[src/rtl/usr_serial_ctrl_if.sv]
// Parallel-word handshake between a producer and usr_serial_ctrl.
//   tx_valid : producer has a word on tx_data
//   tx_data  : word to transmit, MSB first
//   tx_ready : controller accepts a word this cycle
// master = producer side, slave = controller side.
interface usr_serial_ctrl_if #(
  parameter int WIDTH = 4
);
  logic             tx_valid;
  logic [WIDTH-1:0] tx_data;
  logic             tx_ready;

  modport master (output tx_valid, output tx_data, input tx_ready);
  modport slave  (input tx_valid, input tx_data, output tx_ready);
endinterface

[src/rtl/usr_serial_ctrl.sv]
// usr_serial_ctrl: frame sequencer that drives a universal shift register
// as a serial transmitter. A word accepted on the handshake is parallel-loaded
// into the register, then shifted out MSB first between a start bit (0) and a
// stop bit (1), each bit lasting CLKS_PER_BIT cycles, followed by GAP idle
// cycles.
// Ports:
//   clk, rst_n  : clock, synchronous active-low reset
//   tx          : handshake (tx_valid, tx_data, tx_ready), slave side
//   usr_mode    : register mode (00 hold, 01 shift left, 10 load, 11 unused)
//   usr_p_in    : parallel load value, held between frames
//   usr_s_in    : serial fill bit, constant 1
//   usr_s_out   : register MSB, drives the line during data bits
//   ser_out     : framed serial line, idles high
//   busy        : high outside IDLE
//   done        : pulse on the last cycle of the stop bit
module usr_serial_ctrl #(
  parameter int WIDTH        = 4,
  parameter int CLKS_PER_BIT = 4,
  parameter int GAP          = 2
) (
  input  logic             clk,
  input  logic             rst_n,
  usr_serial_ctrl_if.slave tx,
  output logic [1:0]       usr_mode,
  output logic [WIDTH-1:0] usr_p_in,
  output logic             usr_s_in,
  input  logic             usr_s_out,
  output logic             ser_out,
  output logic             busy,
  output logic             done
);

  localparam int CW = (CLKS_PER_BIT > 1) ? $clog2(CLKS_PER_BIT) : 1;
  localparam int BW = (WIDTH > 1) ? $clog2(WIDTH) : 1;
  localparam int GW = (GAP > 1) ? $clog2(GAP) : 1;

  localparam logic [CW-1:0] CLK_LAST = CW'(CLKS_PER_BIT - 1);
  localparam logic [BW-1:0] BIT_LAST = BW'(WIDTH - 1);
  localparam logic [GW-1:0] GAP_LAST = GW'((GAP > 0) ? GAP - 1 : 0);

  localparam logic [1:0] MODE_HOLD  = 2'b00;
  localparam logic [1:0] MODE_SHL   = 2'b01;
  localparam logic [1:0] MODE_LOAD  = 2'b10;

  typedef enum logic [2:0] {
    IDLE, LOAD, START, DATA, STOP, GAPW
  } state_t;

  state_t           state_reg, state_next;
  logic [CW-1:0]    clk_cnt_reg, clk_cnt_next;
  logic [BW-1:0]    bit_cnt_reg, bit_cnt_next;
  logic [GW-1:0]    gap_cnt_reg, gap_cnt_next;
  logic [WIDTH-1:0] p_in_reg, p_in_next;
  logic             tx_ready_c;

  logic clk_last;
  assign clk_last = (clk_cnt_reg == CLK_LAST);

  always_ff @(posedge clk) begin
    if (!rst_n) begin
      state_reg   <= IDLE;
      clk_cnt_reg <= '0;
      bit_cnt_reg <= '0;
      gap_cnt_reg <= '0;
      p_in_reg    <= '0;
    end else begin
      state_reg   <= state_next;
      clk_cnt_reg <= clk_cnt_next;
      bit_cnt_reg <= bit_cnt_next;
      gap_cnt_reg <= gap_cnt_next;
      p_in_reg    <= p_in_next;
    end
  end

  always_comb begin
    state_next   = state_reg;
    clk_cnt_next = clk_cnt_reg;
    bit_cnt_next = bit_cnt_reg;
    gap_cnt_next = gap_cnt_reg;
    p_in_next    = p_in_reg;
    usr_mode     = MODE_HOLD;
    ser_out      = 1'b1;
    tx_ready_c   = 1'b0;
    done         = 1'b0;

    unique case (state_reg)
      IDLE: begin
        tx_ready_c = 1'b1;
        if (tx.tx_valid) begin
          p_in_next  = tx.tx_data;
          state_next = LOAD;
        end
      end
      LOAD: begin
        usr_mode     = MODE_LOAD;
        clk_cnt_next = '0;
        state_next   = START;
      end
      START: begin
        ser_out = 1'b0;
        if (clk_last) begin
          clk_cnt_next = '0;
          bit_cnt_next = '0;
          state_next   = DATA;
        end else begin
          clk_cnt_next = clk_cnt_reg + 1'b1;
        end
      end
      DATA: begin
        // The register's MSB is already registered, so the line follows it
        // directly; the shift at the end of a bit period exposes the next bit.
        ser_out = usr_s_out;
        if (clk_last) begin
          usr_mode     = MODE_SHL;
          clk_cnt_next = '0;
          if (bit_cnt_reg == BIT_LAST) begin
            bit_cnt_next = '0;
            state_next   = STOP;
          end else begin
            bit_cnt_next = bit_cnt_reg + 1'b1;
          end
        end else begin
          clk_cnt_next = clk_cnt_reg + 1'b1;
        end
      end
      STOP: begin
        if (clk_last) begin
          done         = 1'b1;
          clk_cnt_next = '0;
          gap_cnt_next = '0;
          state_next   = (GAP > 0) ? GAPW : IDLE;
        end else begin
          clk_cnt_next = clk_cnt_reg + 1'b1;
        end
      end
      GAPW: begin
        if (gap_cnt_reg == GAP_LAST) begin
          gap_cnt_next = '0;
          state_next   = IDLE;
        end else begin
          gap_cnt_next = gap_cnt_reg + 1'b1;
        end
      end
      default: state_next = IDLE;
    endcase
  end

  assign tx.tx_ready = tx_ready_c;
  assign usr_p_in    = p_in_reg;
  assign usr_s_in    = 1'b1;
  assign busy        = (state_reg != IDLE);

endmodule

[src/flat_wrapper.sv]
// flat-port wrapper written by rule: the top's interface ports become plain ports
module usr_serial_ctrl_flat 
#(
  parameter int WIDTH        = 4,
  parameter int CLKS_PER_BIT = 4,
  parameter int GAP          = 2
)
  (clk, rst_n, usr_mode, usr_p_in, usr_s_in, usr_s_out, ser_out, busy, done, tx_tx_valid, tx_tx_data, tx_tx_ready);
  usr_serial_ctrl_if #(.WIDTH(WIDTH)) tx_i ();
  input  logic clk;
  input  logic rst_n;
  output logic [1:0] usr_mode;
  output logic [WIDTH-1:0] usr_p_in;
  output logic usr_s_in;
  input  logic usr_s_out;
  output logic ser_out;
  output logic busy;
  output logic done;
  input wire logic [$bits(tx_i.tx_valid)-1:0] tx_tx_valid;
  input wire logic [$bits(tx_i.tx_data)-1:0] tx_tx_data;
  output wire logic [$bits(tx_i.tx_ready)-1:0] tx_tx_ready;
  assign tx_i.tx_valid = tx_tx_valid;
  assign tx_i.tx_data = tx_tx_data;
  assign tx_tx_ready = tx_i.tx_ready;
  usr_serial_ctrl #(.WIDTH(WIDTH), .CLKS_PER_BIT(CLKS_PER_BIT), .GAP(GAP)) u_core (.clk(clk), .rst_n(rst_n), .tx(tx_i), .usr_mode(usr_mode), .usr_p_in(usr_p_in), .usr_s_in(usr_s_in), .usr_s_out(usr_s_out), .ser_out(ser_out), .busy(busy), .done(done));
endmodule
[config.mk]
export PLATFORM = sky130hd
export DESIGN_NAME = usr_serial_ctrl_flat
export DESIGN_NICKNAME = d
export VERILOG_FILES = /design/src/rtl/usr_serial_ctrl_if.sv /design/src/rtl/usr_serial_ctrl.sv /design/src/flat_wrapper.sv
export SDC_FILE = /design/constraint.sdc
export NUM_CORES = 1
export LEC_CHECK = 0
export BUFFER_PORTS_ARGS = -buffer_cell sky130_fd_sc_hd__buf_2
export CORE_AREA = 3 3 46 48
export CTS_CLUSTER_SIZE = 20
export DETAILED_ROUTE_END_ITERATION = 16
export DIE_AREA = 0 0 49 51
export GPL_TIMING_DRIVEN = 0
export MAX_ROUTING_LAYER = met4
export PLACE_DENSITY = 0.7
export SKIP_LAST_GASP = 1
export SYNTH_ARGS = -nofsm -noshare
export SYNTH_HDL_FRONTEND = slang
export SYNTH_SLANG_ARGS = --single-unit
[constraint.sdc]
create_clock -name clk -period 2.8 [get_ports clk]
set_input_delay 0.56 -clock clk [delete_from_list [all_inputs] [get_ports clk]]
set_output_delay 0.56 -clock clk [all_outputs]
set_load 0.05 [all_outputs]
### After elaboration in Yosys (flattened, before gate mapping)

Cells that the tools add are included.

| storage, ports and cells | value |
|---|---|
| flip-flop bits (word level) | 12 |
| logic and storage cells | 53 |

| operators by class | value |
|---|---|
| add/subtract/negate cells | 3 |
| eq/ne operators | 13 |
| multiplexer cells | 22 |
| reductions and logical operators | 10 |

Operators by type and width:

| kind | count |
|---|---|
| 3-bit 2-to-1 mux | 6 |
| 3-bit one-hot mux with 6 select lines | 1 |
| 2-bit one-hot mux with 2 select lines | 3 |
| 2-bit by 1-bit != test with 1-bit output, second input constant | 5 |
| 2-bit 2-to-1 mux | 4 |
| 3-bit by 2-bit equality test with 1-bit output, second input constant | 2 |
| 3-bit equality test, second input constant | 2 |
| 1-bit 2-to-1 mux | 6 |
| 6-bit AND reduction | 1 |
| 2-bit nonzero test | 3 |
| 2-bit by 1-bit adder with 2-bit output, second input constant | 2 |
| 2-bit equality test, second input constant | 2 |
| 1-bit one-hot mux with 2 select lines | 2 |
| 2-bit AND reduction | 2 |
| 3-bit by 1-bit equality test with 1-bit output, second input constant | 1 |
| 3-bit logical NOT | 1 |
| 3-bit AND reduction | 1 |
| 3-bit nonzero test | 1 |
| 3-bit OR reduction | 1 |
| 2-bit != test, second input constant | 1 |
| 1-bit adder, second input constant | 1 |

### Longest topological paths before layout

Gate-level depths: netlist (run 1).

| depth | value |
|---|---|
| depth in word-level cells | 4 |
| gate-level depth with buffers | 5 |
| gate-level depth less buffers | 4 |

### Worst setup path before layout (run 1)

OpenSTA, ideal clock, no wires.

| path | value |
|---|---|
| kind | reg2out |
| start | register u_core.state_reg[0] |
| end | output port usr_mode[1] |
| data arrival time | 1.739 ns |
| data required time | 2.240 ns |
| path slack | 0.501 ns |
| cell stages (with the launch flop) | 4 |
| path through | dfxtp_1 -> buf_2 -> inv_1 -> nor3_1 |

| on the way | value |
|---|---|
| longest elaborated chain between the ends | 2 |

Ends and longest elaborated chain:

| item | RTL line | text |
|---|---|---|
| from (decl) | usr_serial_ctrl.sv:49 | `state_t state_reg, state_next;` |
| from (signal assigned) | usr_serial_ctrl.sv:67 | `state_reg <= state_next;` |
| 3-bit by 2-bit equality test with 1-bit output / 3-bit by 1-bit equality test with 1-bit output (equally long branches) | usr_serial_ctrl.sv:86 | `unique case (state_reg)` |
| 2-bit one-hot mux with 2 select lines (*) | usr_serial_ctrl.sv:86 |  |
| to (decl) | flat_wrapper.sv:12 | `output logic [1:0] usr_mode;` |

Every way passes the cells marked *; elsewhere a longest branch is shown, timed or not.

### Worst setup path after layout (run 1)

| path | value |
|---|---|
| start | register u_core.clk_cnt_reg[0] |
| end | output port usr_mode[0] |

| on the way | value |
|---|---|
| longest elaborated chain between the ends | 3 |

Ends and longest elaborated chain:

| item | RTL line | text |
|---|---|---|
| from (decl) | usr_serial_ctrl.sv:50 | `logic [CW-1:0] clk_cnt_reg, clk_cnt_next;` |
| from (signal assigned) | usr_serial_ctrl.sv:68 | `clk_cnt_reg <= clk_cnt_next;` |
| 2-bit equality test | usr_serial_ctrl.sv:57 | `assign clk_last = (clk_cnt_reg == CLK_LAST);` |
| 1-bit 2-to-1 mux | usr_serial_ctrl.sv:113 | `if (clk_last) begin` |
| 2-bit one-hot mux with 2 select lines | usr_serial_ctrl.sv:86 |  |

No other way between the ends.

==> results of run 1 <==
## layout by cell type (no fill, tap or decap)
| cell | count |
|---|---|
| sky130_fd_sc_hd__buf_2 | 20 |
| sky130_fd_sc_hd__dfxtp_1 | 12 |
| sky130_fd_sc_hd__nor2_1 | 9 |
| sky130_fd_sc_hd__nand2_1 | 5 |
| sky130_fd_sc_hd__mux2i_1 | 5 |
| sky130_fd_sc_hd__a21oi_1 | 4 |
| sky130_fd_sc_hd__inv_1 | 3 |
| sky130_fd_sc_hd__nor3b_1 | 3 |
| sky130_fd_sc_hd__clkbuf_4 | 3 |
| sky130_fd_sc_hd__and2b_1 | 2 |
| sky130_fd_sc_hd__nand4_1 | 2 |
| sky130_fd_sc_hd__a22oi_1 | 2 |
| sky130_fd_sc_hd__o211ai_1 | 2 |
| sky130_fd_sc_hd__o21ai_0 | 2 |
| sky130_fd_sc_hd__mux2_2 | 2 |
| sky130_fd_sc_hd__ha_1 | 2 |
| sky130_fd_sc_hd__buf_6 | 1 |
| sky130_fd_sc_hd__clkbuf_8 | 1 |
| sky130_fd_sc_hd__or3_1 | 1 |
| sky130_fd_sc_hd__and4b_2 | 1 |
| sky130_fd_sc_hd__nor3_1 | 1 |
| sky130_fd_sc_hd__and3_1 | 1 |
| sky130_fd_sc_hd__or2b_1 | 1 |
| sky130_fd_sc_hd__o21a_1 | 1 |
| sky130_fd_sc_hd__clkbuf_1 | 1 |
| sky130_fd_sc_hd__nand3b_1 | 1 |
| sky130_fd_sc_hd__or4b_1 | 1 |
| sky130_fd_sc_hd__a31oi_1 | 1 |
| sky130_fd_sc_hd__nor4b_4 | 1 |
| sky130_fd_sc_hd__nand3_1 | 1 |
| sky130_fd_sc_hd__nor4b_1 | 1 |
| sky130_fd_sc_hd__a211oi_1 | 1 |
| sky130_fd_sc_hd__buf_4 | 1 |
| sky130_fd_sc_hd__conb_1 | 1 |
## how the worst max path moves through the flow
stage / to / start / slack [ns] / cells past startpoint
4_1_cts: usr_mode[0] / u_core.clk_cnt_reg[0] / 0.72 / 4
6_report: usr_mode[0] / u_core.clk_cnt_reg[0] / 0.71 / 4
2_1_floorplan: usr_mode[1] / u_core.state_reg[0] / 0.50 / 3
5_1_grt: usr_mode[0] / u_core.clk_cnt_reg[0] / 0.61 / 4
3_5_place_dp: usr_mode[0] / u_core.clk_cnt_reg[0] / 1.02 / 4
3_3_place_gp: usr_mode[0] / u_core.clk_cnt_reg[0] / 1.01 / 4
## kinds of logic (layout without fill, tap and decap cells)
group / Yosys count / count (layout) / share of synthesized area
other: 1 / 1 / 0.00552
and+or+nand+nor: 31 / 31 / 0.285
DFF: 12 / 12 / 0.354
muxes: 7 / 7 / 0.107
AOI/OAI and AO/OA: 13 / 13 / 0.120
buffers and inverters: 10 / 30 / 0.0921
adders and majority gates: 2 / 2 / 0.0368
## layout make-up
type,instances,share of cell area
multi-input cells,54,0.460
flip-flops and latches,12,0.294
repair buffers,17,0.104
plain buffers,7,0.0627
clock buffers,3,0.0275
inverters,3,0.0138
well taps,25,0.0382
## per-layer routing
metal | vias up | share of wire | track usage
met5 | - | 0 | -
met4 | 0 | 0.0079 | 0.0427
met3 | 2 | 0.048 | 0.0262
met2 | 17 | 0.47 | 0.204
met1 | 269 | 0.47 | 0.162
li1 | 307 | - | -
## critical path: cells and delay by family, from the launching register on
family | cells | cell delay, ns
fa+ha+maj | 1 | 0.15
buf+inv | 2 | 0.45
flops | 1 | 0.39
simple gates | 1 | 0.25
## power by group through the flow
| stage | Clock [mW] | Sequential (mW) | Combinational [mW] |
|---|---|---|---|
| after CTS | 0.107 | 0.189 | 0.118 |
| after floorplan | 0 | 0.207 | 0.0779 |
| after global routing | 0.116 | 0.190 | 0.127 |
| final | 0.107 | 0.189 | 0.118 |
| after global placement | 0 | 0.193 | 0.117 |
| after detailed placement | 0 | 0.193 | 0.118 |
## through the flow
step,power (mW),cells,hold slack (ns)
floorplan,0.284,76,0.436
global placement,0.309,118,0.448
detailed placement,0.311,118,0.455
CTS,0.415,121,0.467
global route,0.434,121,0.490
finish,0.414,121,0.470
==> results.md, run 1 <==
| Item | Reported | Unit |
|---|---|---|
| Count of pins on the block boundary | 19 | - |
| Std-Cell Core Area | 0.00175 | mm2 |
| Result of the run | complete, no violations | - |
| Synthesized netlist net count | 86 | - |
| Finished Cell Area | 818 | um2 |
| Net switching power of the design | 0.148 | mW |
| Clock root buffer | sky130_fd_sc_hd__clkbuf_4 | - |
| Int Pwr | 0.267 | mW |
| Pins over their slew limit | 0 | - |
| Initial cell density of the core | 0.389 | - |
| Remaining DRCs | 0 | - |
| Prevailing post-synth register cell | sky130_fd_sc_hd__dfxtp_1 | - |
| Post-CTS setup buffer count | 0 | - |
| Die Outline Area | 0.00250 | mm2 |
| Delay contributed by the slowest stage of the critical path | 0.39 | ns |
| Slowest cell on crit path | sky130_fd_sc_hd__dfxtp_1 | - |
| Total setup violations reported at the end of the flow | 0 | - |
| First-iteration detailed-routing DRC count | 1 | - |
| CP Data Required Time | 2.24 | ns |
| Startpoint Class | flip-flop | - |
| Hold violation total from the final report | 0 | - |
| Time the final worst path needs with I/O delays and setup | 2.09 | ns |
| Sequential share of the synthesized area | 0.354 | - |
| Setup slack after placement | 1.02 | ns |
| Peak Freq | 479 | MHz |
| Number of search-and-repair iterations in the first detailed-routing pass | 3 | - |
| Power density over the cells | 506 | mW/mm2 |
| Final total negative setup slack | 0 | ns |
| Number of warnings issued by yosys | 0 | - |
| Filler cells | 173 | - |
| Average routed wire per standard cell | 11.5 | um |
| Number of distinct library cells after synthesis | 33 | - |
| Peak ir drop on the vdd network | 0.275 | mV |
| Gate count after technology mapping | 76 | - |
| Fin util | 0.469 | - |
| Clock Sink Count | 12 | - |
| Proportion of total power due to net switching | 0.356 | - |
| Vias per cell | 4.92 | - |
| Min-Delay Endpoint | u_core.bit_cnt_reg[1] | - |
| Overall via count from detail_route | 595 | - |
| Dpl cell area | 796 | um2 |
| Total global-route track usage | 0.128 | - |
| Initial antenna violation count | 0 | - |
| Total clock buffers created by CTS | 3 | - |
| Part of the total power dissipated in sequential elements | 0.456 | - |
| Number of global-route vias before repair | 579 | - |
| Fraction of power consumed by combinational cells | 0.284 | - |
| Clock insertion delay at the later pin of the skew report | 0.28 | ns |
| Crit path arrival time | 1.53 | ns |
| Deepest clock path buffer count | 2 | - |
| Static leakage | 0.373 | nW |
| Synth Cell Area | 679 | um2 |
| Total global routing overflow | 0 | - |
| Sequence of cells on the critical path | ha_1 > buf_2 > and4b_2 > buf_2 | - |
| Area of combinational cells with multiple inputs | 377 | um2 |
| Setup slack of the critical path after layout | 0.712 | ns |
| Die X | 49 | um |
| Main area contributors after synthesis | sky130_fd_sc_hd__dfxtp_1, sky130_fd_sc_hd__mux2i_1, sky130_fd_sc_hd__nor2_1, sky130_fd_sc_hd__ha_1, sky130_fd_sc_hd__nor4b_4 | - |
| Post-Synthesis Mean Instance Area | 8.94 | um2 |
| Share of flip-flops with an asynchronous set or reset after synthesis | 0 | - |
| Largest driver fanout on the critical path | 10 | - |
| Proportion of layout cells with a drive suffix above 1 | 0.313 | - |
| Global-route wire length before repair | 2500 | um |
| Number of gates resized after CTS | 0 | - |
| Cell types with the highest counts after synthesis | sky130_fd_sc_hd__dfxtp_1, sky130_fd_sc_hd__nor2_1, sky130_fd_sc_hd__mux2i_1, sky130_fd_sc_hd__nand2_1, sky130_fd_sc_hd__a21oi_1 | - |
| Die outline height | 51 | um |
| Max capacitance violation total | 0 | - |
| Cell repeated most along the worst path | sky130_fd_sc_hd__buf_2 | - |
| Cell with the most instances after synthesis | sky130_fd_sc_hd__dfxtp_1 | - |
| Clock group share of total power | 0.259 | - |
| Worst Setup Path Type | flip-flop to primary output | - |
| Setup slack of the worst register-to-register path | 1.41 | ns |
| Share of the synthesized area in the top cell type | 0.354 | - |
| Setup repair after global routing missed its margin | false | - |
| Count of flip-flops with a built-in enable after synthesis | 0 | - |
| Number of stages on the worst hold path | 2 | - |
| Detailed-placement wirelength estimate | 1050 | um |
| Cell type with the highest aggregate area in the netlist | sky130_fd_sc_hd__dfxtp_1 | - |
| Critical Path Sink Type | primary output | - |
| Final estimated routing congestion in global placement | 0.762 | - |
| Number of register bits inferred by synthesis | 12 | - |
| Worst-case reg-to-reg path depth | 4 | - |
| Sequential cell area in the final layout | 240 | um2 |
| Path type of the worst min-delay path | flip-flop to flip-flop | - |
| Hold Path Origin | u_core.bit_cnt_reg[1] | - |
| H-tree levels | 1 | - |
| Skew final | 0.0130 | ns |
| Max reg flops | 4 | - |
| Layout overhead on the synthesized area | 20.4 | % |
| Clock transition at the registers of the reported paths | 0.08 | ns |
| Startpoint of the most critical register-to-register path | u_core.clk_cnt_reg[0] | - |
| Period Utilization, post-route | 0.746 | - |
| Antenna Nets Post-Route | 0 | - |
| Net count of the finished layout | 108 | - |
| Post-detailed-routing wire length | 1390 | um |
| Port buffer count | 17 | - |
| Worst reg2reg endpoint | u_core.clk_cnt_reg[0] | - |
| Maximum number of pins on one net before global-route repair | 11 | - |
| Clock tree from TritonCTS | yes | - |
| Antenna diode count | 0 | - |
| Post-cts hold buffer count | 0 | - |
| Floorplan row count | 15 | - |
Note: power is estimated with default switching activity, not from simulation.
==> inputs of run 2 (changes only) <==
--- a/config.mk
+++ b/config.mk
@@ -12,7 +12,7 @@
 export DIE_AREA = 0 0 49 51
 export GPL_TIMING_DRIVEN = 0
 export MAX_ROUTING_LAYER = met4
-export PLACE_DENSITY = 0.7
+export PLACE_DENSITY = 0.72
 export SKIP_LAST_GASP = 1
 export SYNTH_ARGS = -nofsm -noshare
 export SYNTH_HDL_FRONTEND = slang
==> constraint.sdc (replaced) <==
create_clock -name clk -period 1.9 [get_ports clk]
set_input_delay 0.38 -clock clk [delete_from_list [all_inputs] [get_ports clk]]
set_output_delay 0.38 -clock clk [all_outputs]
set_load 0.05 [all_outputs]
==> results.md, run 2 (synthesized netlist as in run 1, its figures left out) <==
| Item | Reported | Unit | Change |
|---|---|---|---|
| Final estimated routing congestion in global placement | 0.843 | - | was 0.762 |
| Proportion of layout cells with a drive suffix above 1 | 0.361 | - | was 0.313 |
| Static leakage | 0.382 | nW | was 0.373 nW |
| Top library cells by usage in the layout, fill and taps aside | sky130_fd_sc_hd__buf_2, sky130_fd_sc_hd__dfxtp_1, sky130_fd_sc_hd__clkbuf_4, sky130_fd_sc_hd__nor2_1 | - | was sky130_fd_sc_hd__buf_2, sky130_fd_sc_hd__dfxtp_1, sky130_fd_sc_hd__nor2_1 |
| Clock insertion delay at the later pin of the skew report | 0.28 | ns | about the same |
| Critical Path Sink Type | primary output | - | unchanged |
| Total setup violations reported at the end of the flow | 0 | - | unchanged |
| Floorplan row count | 15 | - | unchanged |
| Port buffer count | 17 | - | unchanged |
| CP Data Required Time | 1.52 | ns | was 2.24 ns |
| Clock root buffer | sky130_fd_sc_hd__clkbuf_4 | - | unchanged |
| Deepest clock path buffer count | 2 | - | unchanged |
| First-iteration detailed-routing DRC count | 10 | - | was 1 |
| Setup slack of the worst register-to-register path | 0.51 | ns | was 1.41 ns |
| Die X | 49 | um | unchanged |
| Filler cells | 175 | - | was 173 |
| Skew final | 0.00254 | ns | was 0.0130 ns |
| Initial cell density of the core | 0.389 | - | unchanged |
| Power density over the cells | 779 | mW/mm2 | was 506 mW/mm2 |
| Total global routing overflow | 0 | - | unchanged |
| Clock transition at the registers of the reported paths | 0.08 | ns | about the same |
| Part of the total power dissipated in sequential elements | 0.414 | - | was 0.456 |
| Peak Freq | 542 | MHz |  |
| Post-cts hold buffer count | 0 | - | unchanged |
| Startpoint of the most critical register-to-register path | u_core.clk_cnt_reg[0] | - | unchanged |
| Time the final worst path needs with I/O delays and setup | 1.84 | ns |  |
| Startpoint Class | flip-flop | - | unchanged |
| Hold Path Origin | rst_n | - | was u_core.bit_cnt_reg[1] |
| Initial antenna violation count | 0 | - | unchanged |
| Period Utilization, post-route | 0.970 | - |  |
| Antenna Nets Post-Route | 0 | - | unchanged |
| Vias per cell | 5.08 | - | was 4.92 |
| Proportion of total power due to net switching | 0.340 | - | was 0.356 |
| Max reg flops | 4 | - | unchanged |
| Total global-route track usage | 0.130 | - | was 0.128 |
| H-tree levels | 1 | - | unchanged |
| Slowest cell on crit path | sky130_fd_sc_hd__or3_1 | - | was sky130_fd_sc_hd__dfxtp_1 |
| Fraction of power consumed by combinational cells | 0.273 | - | was 0.284 |
| Layout overhead on the synthesized area | 27.1 | % | was 20.4% |
| Worst reg2reg endpoint | u_core.clk_cnt_reg[0] | - | unchanged |
| Max capacitance violation total | 0 | - | unchanged |
| Antenna diode count | 0 | - | unchanged |
| Crit path arrival time | 1.46 | ns | was 1.53 ns |
| Fin util | 0.495 | - | was 0.469 |
| Clock Sink Count | 12 | - | unchanged |
| Detailed-placement wirelength estimate | 1060 | um | was 1050 um |
| Worst Setup Path Type | flip-flop to primary output | - | unchanged |
| Hold violation total from the final report | 0 | - | unchanged |
| Global-route wire length before repair | 2450 | um | was 2500 um |
| Sequential cell area in the final layout | 243 | um2 | was 240 um2 |
| Maximum number of pins on one net before global-route repair | 11 | - | unchanged |
| Average routed wire per standard cell | 12.1 | um | was 11.5 um |
| Pins over their slew limit | 0 | - | unchanged |
| Number of search-and-repair iterations in the first detailed-routing pass | 4 | - | was 3 |
| Overall via count from detail_route | 620 | - | was 595 |
| Die Outline Area | 0.00250 | mm2 | unchanged |
| Remaining DRCs | 0 | - | unchanged |
| Area of combinational cells with multiple inputs | 384 | um2 | was 377 um2 |
| Clock tree from TritonCTS | yes | - | unchanged |
| Worst-case reg-to-reg path depth | 4 | - | unchanged |
| Result of the run | complete, no violations | - | unchanged |
| Worst hold slack | 0.317 | ns | was 0.470 ns |
| Path type of the worst min-delay path | primary input to flip-flop | - | was flip-flop to flip-flop |
| Count of pins on the block boundary | 19 | - | unchanged |
| Net count of the finished layout | 108 | - | unchanged |
| Most common library cell in the layout ignoring fill and taps | sky130_fd_sc_hd__buf_2 | - | unchanged |
| Delay contributed by the slowest stage of the critical path | 0.33 | ns | was 0.39 ns |
| Number of global-route vias before repair | 557 | - | was 579 |
| Int Pwr | 0.444 | mW | was 0.267 mW |
| Peak ir drop on the vdd network | 0.447 | mV | was 0.275 mV |
| Setup repair after global routing missed its margin | false | - | unchanged |
| Total clock buffers created by CTS | 3 | - | unchanged |
| Number of stages on the worst hold path | 2 | - | unchanged |
| Sequence of cells on the critical path | buf_6 > clkbuf_8 > or3_1 > inv_1 > buf_4 | - | was ha_1 > buf_2 > and4b_2 > buf_2 |
| Std-Cell Core Area | 0.00175 | mm2 | unchanged |
| Die outline height | 51 | um | unchanged |
| Post-detailed-routing wire length | 1480 | um | was 1390 um |
| Clock group share of total power | 0.312 | - | was 0.259 |
| Largest driver fanout on the critical path | 10 | - | unchanged |
| Min-Delay Endpoint | u_core.state_reg[2] | - | was u_core.bit_cnt_reg[1] |
| Net switching power of the design | 0.229 | mW | was 0.148 mW |
## run 2: cell types whose count changed in the layout (fill, tap and decap cells not counted)
cell	delta
sky130_fd_sc_hd__buf_2	-7
sky130_fd_sc_hd__clkbuf_4	+5
sky130_fd_sc_hd__dfxtp_1	-2
sky130_fd_sc_hd__dfxtp_2	+2
sky130_fd_sc_hd__buf_4	+1
sky130_fd_sc_hd__buf_6	+1
sky130_fd_sc_hd__clkbuf_8	+1
sky130_fd_sc_hd__nor2_1	-1
sky130_fd_sc_hd__nor2_2	+1
sky130_fd_sc_hd__nor3_1	-1
sky130_fd_sc_hd__nor3_2	+1
## run 2: layout make-up
cell class	count	share of cell area
Multi-Input combinational cell	54	0.445
Clock buffer	4	0.0420
Timing Repair Buffer	17	0.114
Sequential cell	12	0.281
Tap cell	25	0.0362
Inverter	3	0.0130
Buffer	7	0.0681
## run 2: worst max-delay path: cells and delay by family, from the launching register on
kind          cells  cell delay, ns
buf+inv           4            0.55
simple gates      1            0.33
flops             1            0.31
## run 2: through the flow
step                area [um2]  TNS [ns]  std cells  power, mW  worst slack (ns)
floorplan                  684         0         76      0.421           0.00509
global placement           801         0        118      0.458             0.292
detailed placement         801         0        118      0.460             0.285
CTS                        842   -0.0320        122      0.670           -0.0320
global route               863         0        122      0.704          0.000214
finish                     863         0        122      0.673            0.0564
## run 2: how the worst max path moves through the flow
stage                  endpoint  cells past startpoint  slack, ns                 from
finish              tx_tx_ready                      5       0.06  u_core.state_reg[2]
global route        usr_mode[1]                      4     0.0002  u_core.state_reg[0]
CTS                        done                      4      -0.03  u_core.state_reg[1]
detailed placement         done                      4       0.29  u_core.state_reg[1]
global placement    tx_tx_ready                      4       0.29  u_core.state_reg[1]
floorplan           tx_tx_ready                      4      0.005  u_core.state_reg[2]
## run 2: layer usage
layer  GRT usage  wire [um]  vias up
met5           -          0        -
met1       0.159        682      291
li1            -          -      308
met3      0.0204         69        5
met4      0.0853         39        0
met2       0.199        684       16
## run 2: power by group through the flow
stage | Clock [mW] | Sequential [mW] | Combinational (mW)
5_1_grt | 0.226 | 0.281 | 0.197
2_1_floorplan | 0 | 0.304 | 0.116
4_1_cts | 0.213 | 0.278 | 0.180
3_5_place_dp | 0 | 0.284 | 0.177
3_3_place_gp | 0 | 0.283 | 0.175
6_report | 0.210 | 0.279 | 0.184
## run 2: what timing repair did
item	in CTS	in global routing
endpoints found under the setup margin	3	4
pin swaps	0	0
gates resized for setup	2	9
setup buffers	0	0
==> inputs of run 3 (changes only) <==
--- a/config.mk
+++ b/config.mk
@@ -12,7 +12,8 @@
 export DIE_AREA = 0 0 49 51
 export GPL_TIMING_DRIVEN = 0
 export MAX_ROUTING_LAYER = met4
-export PLACE_DENSITY = 0.72
+export PLACE_DENSITY_LB_ADDON = 0.2
+export SETUP_SLACK_MARGIN = 0.02
 export SKIP_LAST_GASP = 1
 export SYNTH_ARGS = -nofsm -noshare
 export SYNTH_HDL_FRONTEND = slang
==> results.md, run 3 (synthesized netlist as in run 1, its figures left out) <==
| Item | Reported | Unit | Change |
|---|---|---|---|
| Die X | 49 | um | unchanged |
| Clock tree from TritonCTS | yes | - | unchanged |
| Overall power after layout | 0.623 | mW | was 0.673 mW |
| Clock group share of total power | 0.252 | - | was 0.312 |
| Die outline height | 51 | um | unchanged |
| Worst-case reg-to-reg path depth | 4 | - | unchanged |
| Worst Setup Path Type | flip-flop to primary output | - | unchanged |
| Min-Delay Endpoint | u_core.state_reg[2] | - | unchanged |
| Period Utilization, post-route | 0.980 | - | was 0.970 |
| Total global-route track usage | 0.113 | - | was 0.130 |
| Total clock buffers created by CTS | 3 | - | unchanged |
| Antenna diode count | 0 | - | unchanged |
| Layout overhead on the synthesized area | 25.4 | % | was 27.1% |
| Largest driver fanout on the critical path | 10 | - | unchanged |
| Filler cells | 172 | - | was 175 |
| Clock transition at the registers of the reported paths | 0.08 | ns | about the same |
| Peak Freq | 537 | MHz | was 542 MHz |
| Antenna Nets Post-Route | 0 | - | unchanged |
| Time the final worst path needs with I/O delays and setup | 1.86 | ns | was 1.84 ns |
| Most common library cell in the layout ignoring fill and taps | sky130_fd_sc_hd__buf_2 | - | unchanged |
| Dpl cell area | 805 | um2 | was 801 um2 |
| Startpoint of the most critical register-to-register path | u_core.clk_cnt_reg[0] | - | unchanged |
| Vias per cell | 5.05 | - | was 5.08 |
| Setup slack of the worst register-to-register path | 0.53 | ns | was 0.51 ns |
| H-tree levels | 1 | - | unchanged |
| Clock Sink Count | 12 | - | unchanged |
| Fin util | 0.488 | - | was 0.495 |
| Die Outline Area | 0.00250 | mm2 | unchanged |
| Pins over their slew limit | 0 | - | unchanged |
| Detailed-placement wirelength estimate | 1020 | um | was 1060 um |
| Floorplan row count | 15 | - | unchanged |
| Top library cells by usage in the layout, fill and taps aside | sky130_fd_sc_hd__buf_2, sky130_fd_sc_hd__nor2_1, sky130_fd_sc_hd__dfxtp_1 | - | was sky130_fd_sc_hd__buf_2, sky130_fd_sc_hd__dfxtp_1, sky130_fd_sc_hd__clkbuf_4, sky130_fd_sc_hd__nor2_1 |
| Startpoint Class | flip-flop | - | unchanged |
| Net count of the finished layout | 108 | - | unchanged |
| Number of global-route vias before repair | 494 | - | was 557 |
| Average routed wire per standard cell | 11.6 | um | was 12.1 um |
| Fraction of power consumed by combinational cells | 0.300 | - | was 0.273 |
| Clock root buffer | sky130_fd_sc_hd__clkbuf_4 | - | unchanged |
| Hold Path Origin | rst_n | - | unchanged |
| Max capacitance violation total | 0 | - | unchanged |
| Global-route layer with the greatest usage | met2 | - | unchanged |
| Number of stages on the worst hold path | 2 | - | unchanged |
| Port buffer count | 17 | - | unchanged |
| Net switching power of the design | 0.220 | mW | was 0.229 mW |
| Part of the total power dissipated in sequential elements | 0.448 | - | was 0.414 |
| Total global routing overflow | 0 | - | unchanged |
| Proportion of total power due to net switching | 0.353 | - | was 0.340 |
| Worst reg2reg endpoint | u_core.clk_cnt_reg[0] | - | unchanged |
| Met3 Track Usage GR | 0.0204 | - | unchanged |
| Initial cell density of the core | 0.389 | - | unchanged |
| Result of the run | complete, no violations | - | unchanged |
| Path type of the worst min-delay path | primary input to flip-flop | - | unchanged |
| Power density over the cells | 731 | mW/mm2 | was 779 mW/mm2 |
| Static leakage | 0.372 | nW | was 0.382 nW |
| Worst hold slack | 0.320 | ns | was 0.317 ns |
| Crit path arrival time | 1.48 | ns | was 1.46 ns |
| Post-detailed-routing wire length | 1410 | um | was 1480 um |
| Int Pwr | 0.403 | mW | was 0.444 mW |
| Peak ir drop on the vdd network | 0.326 | mV | was 0.447 mV |
| Maximum number of pins on one net before global-route repair | 11 | - | unchanged |
| Max reg flops | 4 | - | unchanged |
| Std-Cell Core Area | 0.00175 | mm2 | unchanged |
| Hold violation total from the final report | 0 | - | unchanged |
| Remaining DRCs | 0 | - | unchanged |
| Count of pins on the block boundary | 19 | - | unchanged |
| Skew final | 0.00467 | ns | was 0.00254 ns |
| Initial antenna violation count | 0 | - | unchanged |
| Number of search-and-repair iterations in the first detailed-routing pass | 4 | - | unchanged |
| Finished Cell Area | 852 | um2 | was 863 um2 |
| Clock insertion delay at the later pin of the skew report | 0.27 | ns | was 0.28 ns |
| Met1 track demand over resource | 0.155 | - | was 0.159 |
| Post-CTS setup buffer count | 0 | - | unchanged |
| First-iteration detailed-routing DRC count | 3 | - | was 10 |
| Setup repair after global routing missed its margin | true | - | was false |
| Overall via count from detail_route | 611 | - | was 620 |
| Critical Path Sink Type | primary output | - | unchanged |
| Proportion of layout cells with a drive suffix above 1 | 0.365 | - | was 0.361 |
| Placed cell count | 118 | - | unchanged |
| Final estimated routing congestion in global placement | 0.738 | - | was 0.843 |
| CP Data Required Time | 1.52 | ns | about the same |
| Met2 capacity usage during global routing | 0.165 | - | was 0.199 |
| Deepest clock path buffer count | 2 | - | unchanged |
| Total setup violations reported at the end of the flow | 0 | - | unchanged |
| Final cell count without fillers | 121 | - | was 122 |
| Global-route wire length before repair | 2190 | um | was 2450 um |
run 3: critical path: stages (launching register included):
cell	delay [ns]
sky130_fd_sc_hd__dfxtp_1	0.31
sky130_fd_sc_hd__buf_6	0.14
sky130_fd_sc_hd__clkbuf_8	0.16
sky130_fd_sc_hd__or3_1	0.36
sky130_fd_sc_hd__clkinvlp_4	0.09
sky130_fd_sc_hd__buf_6	0.15
run 3: power groups by stage:
stage          combinational, mW  sequential, mW  clock, mW
3_3_place_gp               0.177           0.283          0
3_5_place_dp               0.178           0.284          0
4_1_cts                    0.183           0.278      0.161
5_1_grt                    0.199           0.281      0.176
2_1_floorplan              0.119           0.304          0
6_report                   0.187           0.279      0.157
run 3: layout make-up:
class / count / area (um2) / area share
multi-input cells: 54 / 382 / 0.448
inverters: 3 / 15.0 / 0.0176
plain buffers: 7 / 58.8 / 0.0690
clock buffers: 3 / 22.5 / 0.0264
flip-flops and latches: 12 / 244 / 0.286
repair buffers: 17 / 98.8 / 0.116
well taps: 25 / 31.3 / 0.0367
run 3: how the worst max path moves through the flow:
stage / cells past startpoint / startpoint / slack [ns] / end
3_5_place_dp: 4 / u_core.state_reg[1] / 0.23 / tx_tx_ready
4_1_cts: 4 / u_core.state_reg[1] / -0.01 / tx_tx_ready
5_1_grt: 5 / u_core.state_reg[2] / -0.02 / tx_tx_ready
2_1_floorplan: 3 / u_core.state_reg[1] / 0.04 / tx_tx_ready
3_3_place_gp: 4 / u_core.state_reg[1] / 0.24 / tx_tx_ready
6_report: 5 / u_core.state_reg[2] / 0.04 / tx_tx_ready
run 3: per-layer routing:
metal / wire [um] / up-vias
li1: - / 312
met1: 686 / 279
met2: 618 / 15
met3: 71 / 5
met4: 31 / 0
met5: 0 / -
run 3: timing repair:
action | CTS | global route
endpoints found under the setup margin | 4 | 5
gates resized for setup | 3 | 8
endpoints found under the hold margin | 0 | 0
hold buffers | 0 | 0
run 3: through the flow:
| step | setup slack, ns | setup TNS, ns |
|---|---|---|
| global route | -0.0207 | -0.0273 |
| finish | 0.0371 | 0 |
| floorplan | 0.0449 | 0 |
| global placement | 0.237 | 0 |
| CTS | -0.00959 | -0.00959 |
| detailed placement | 0.233 | 0 |
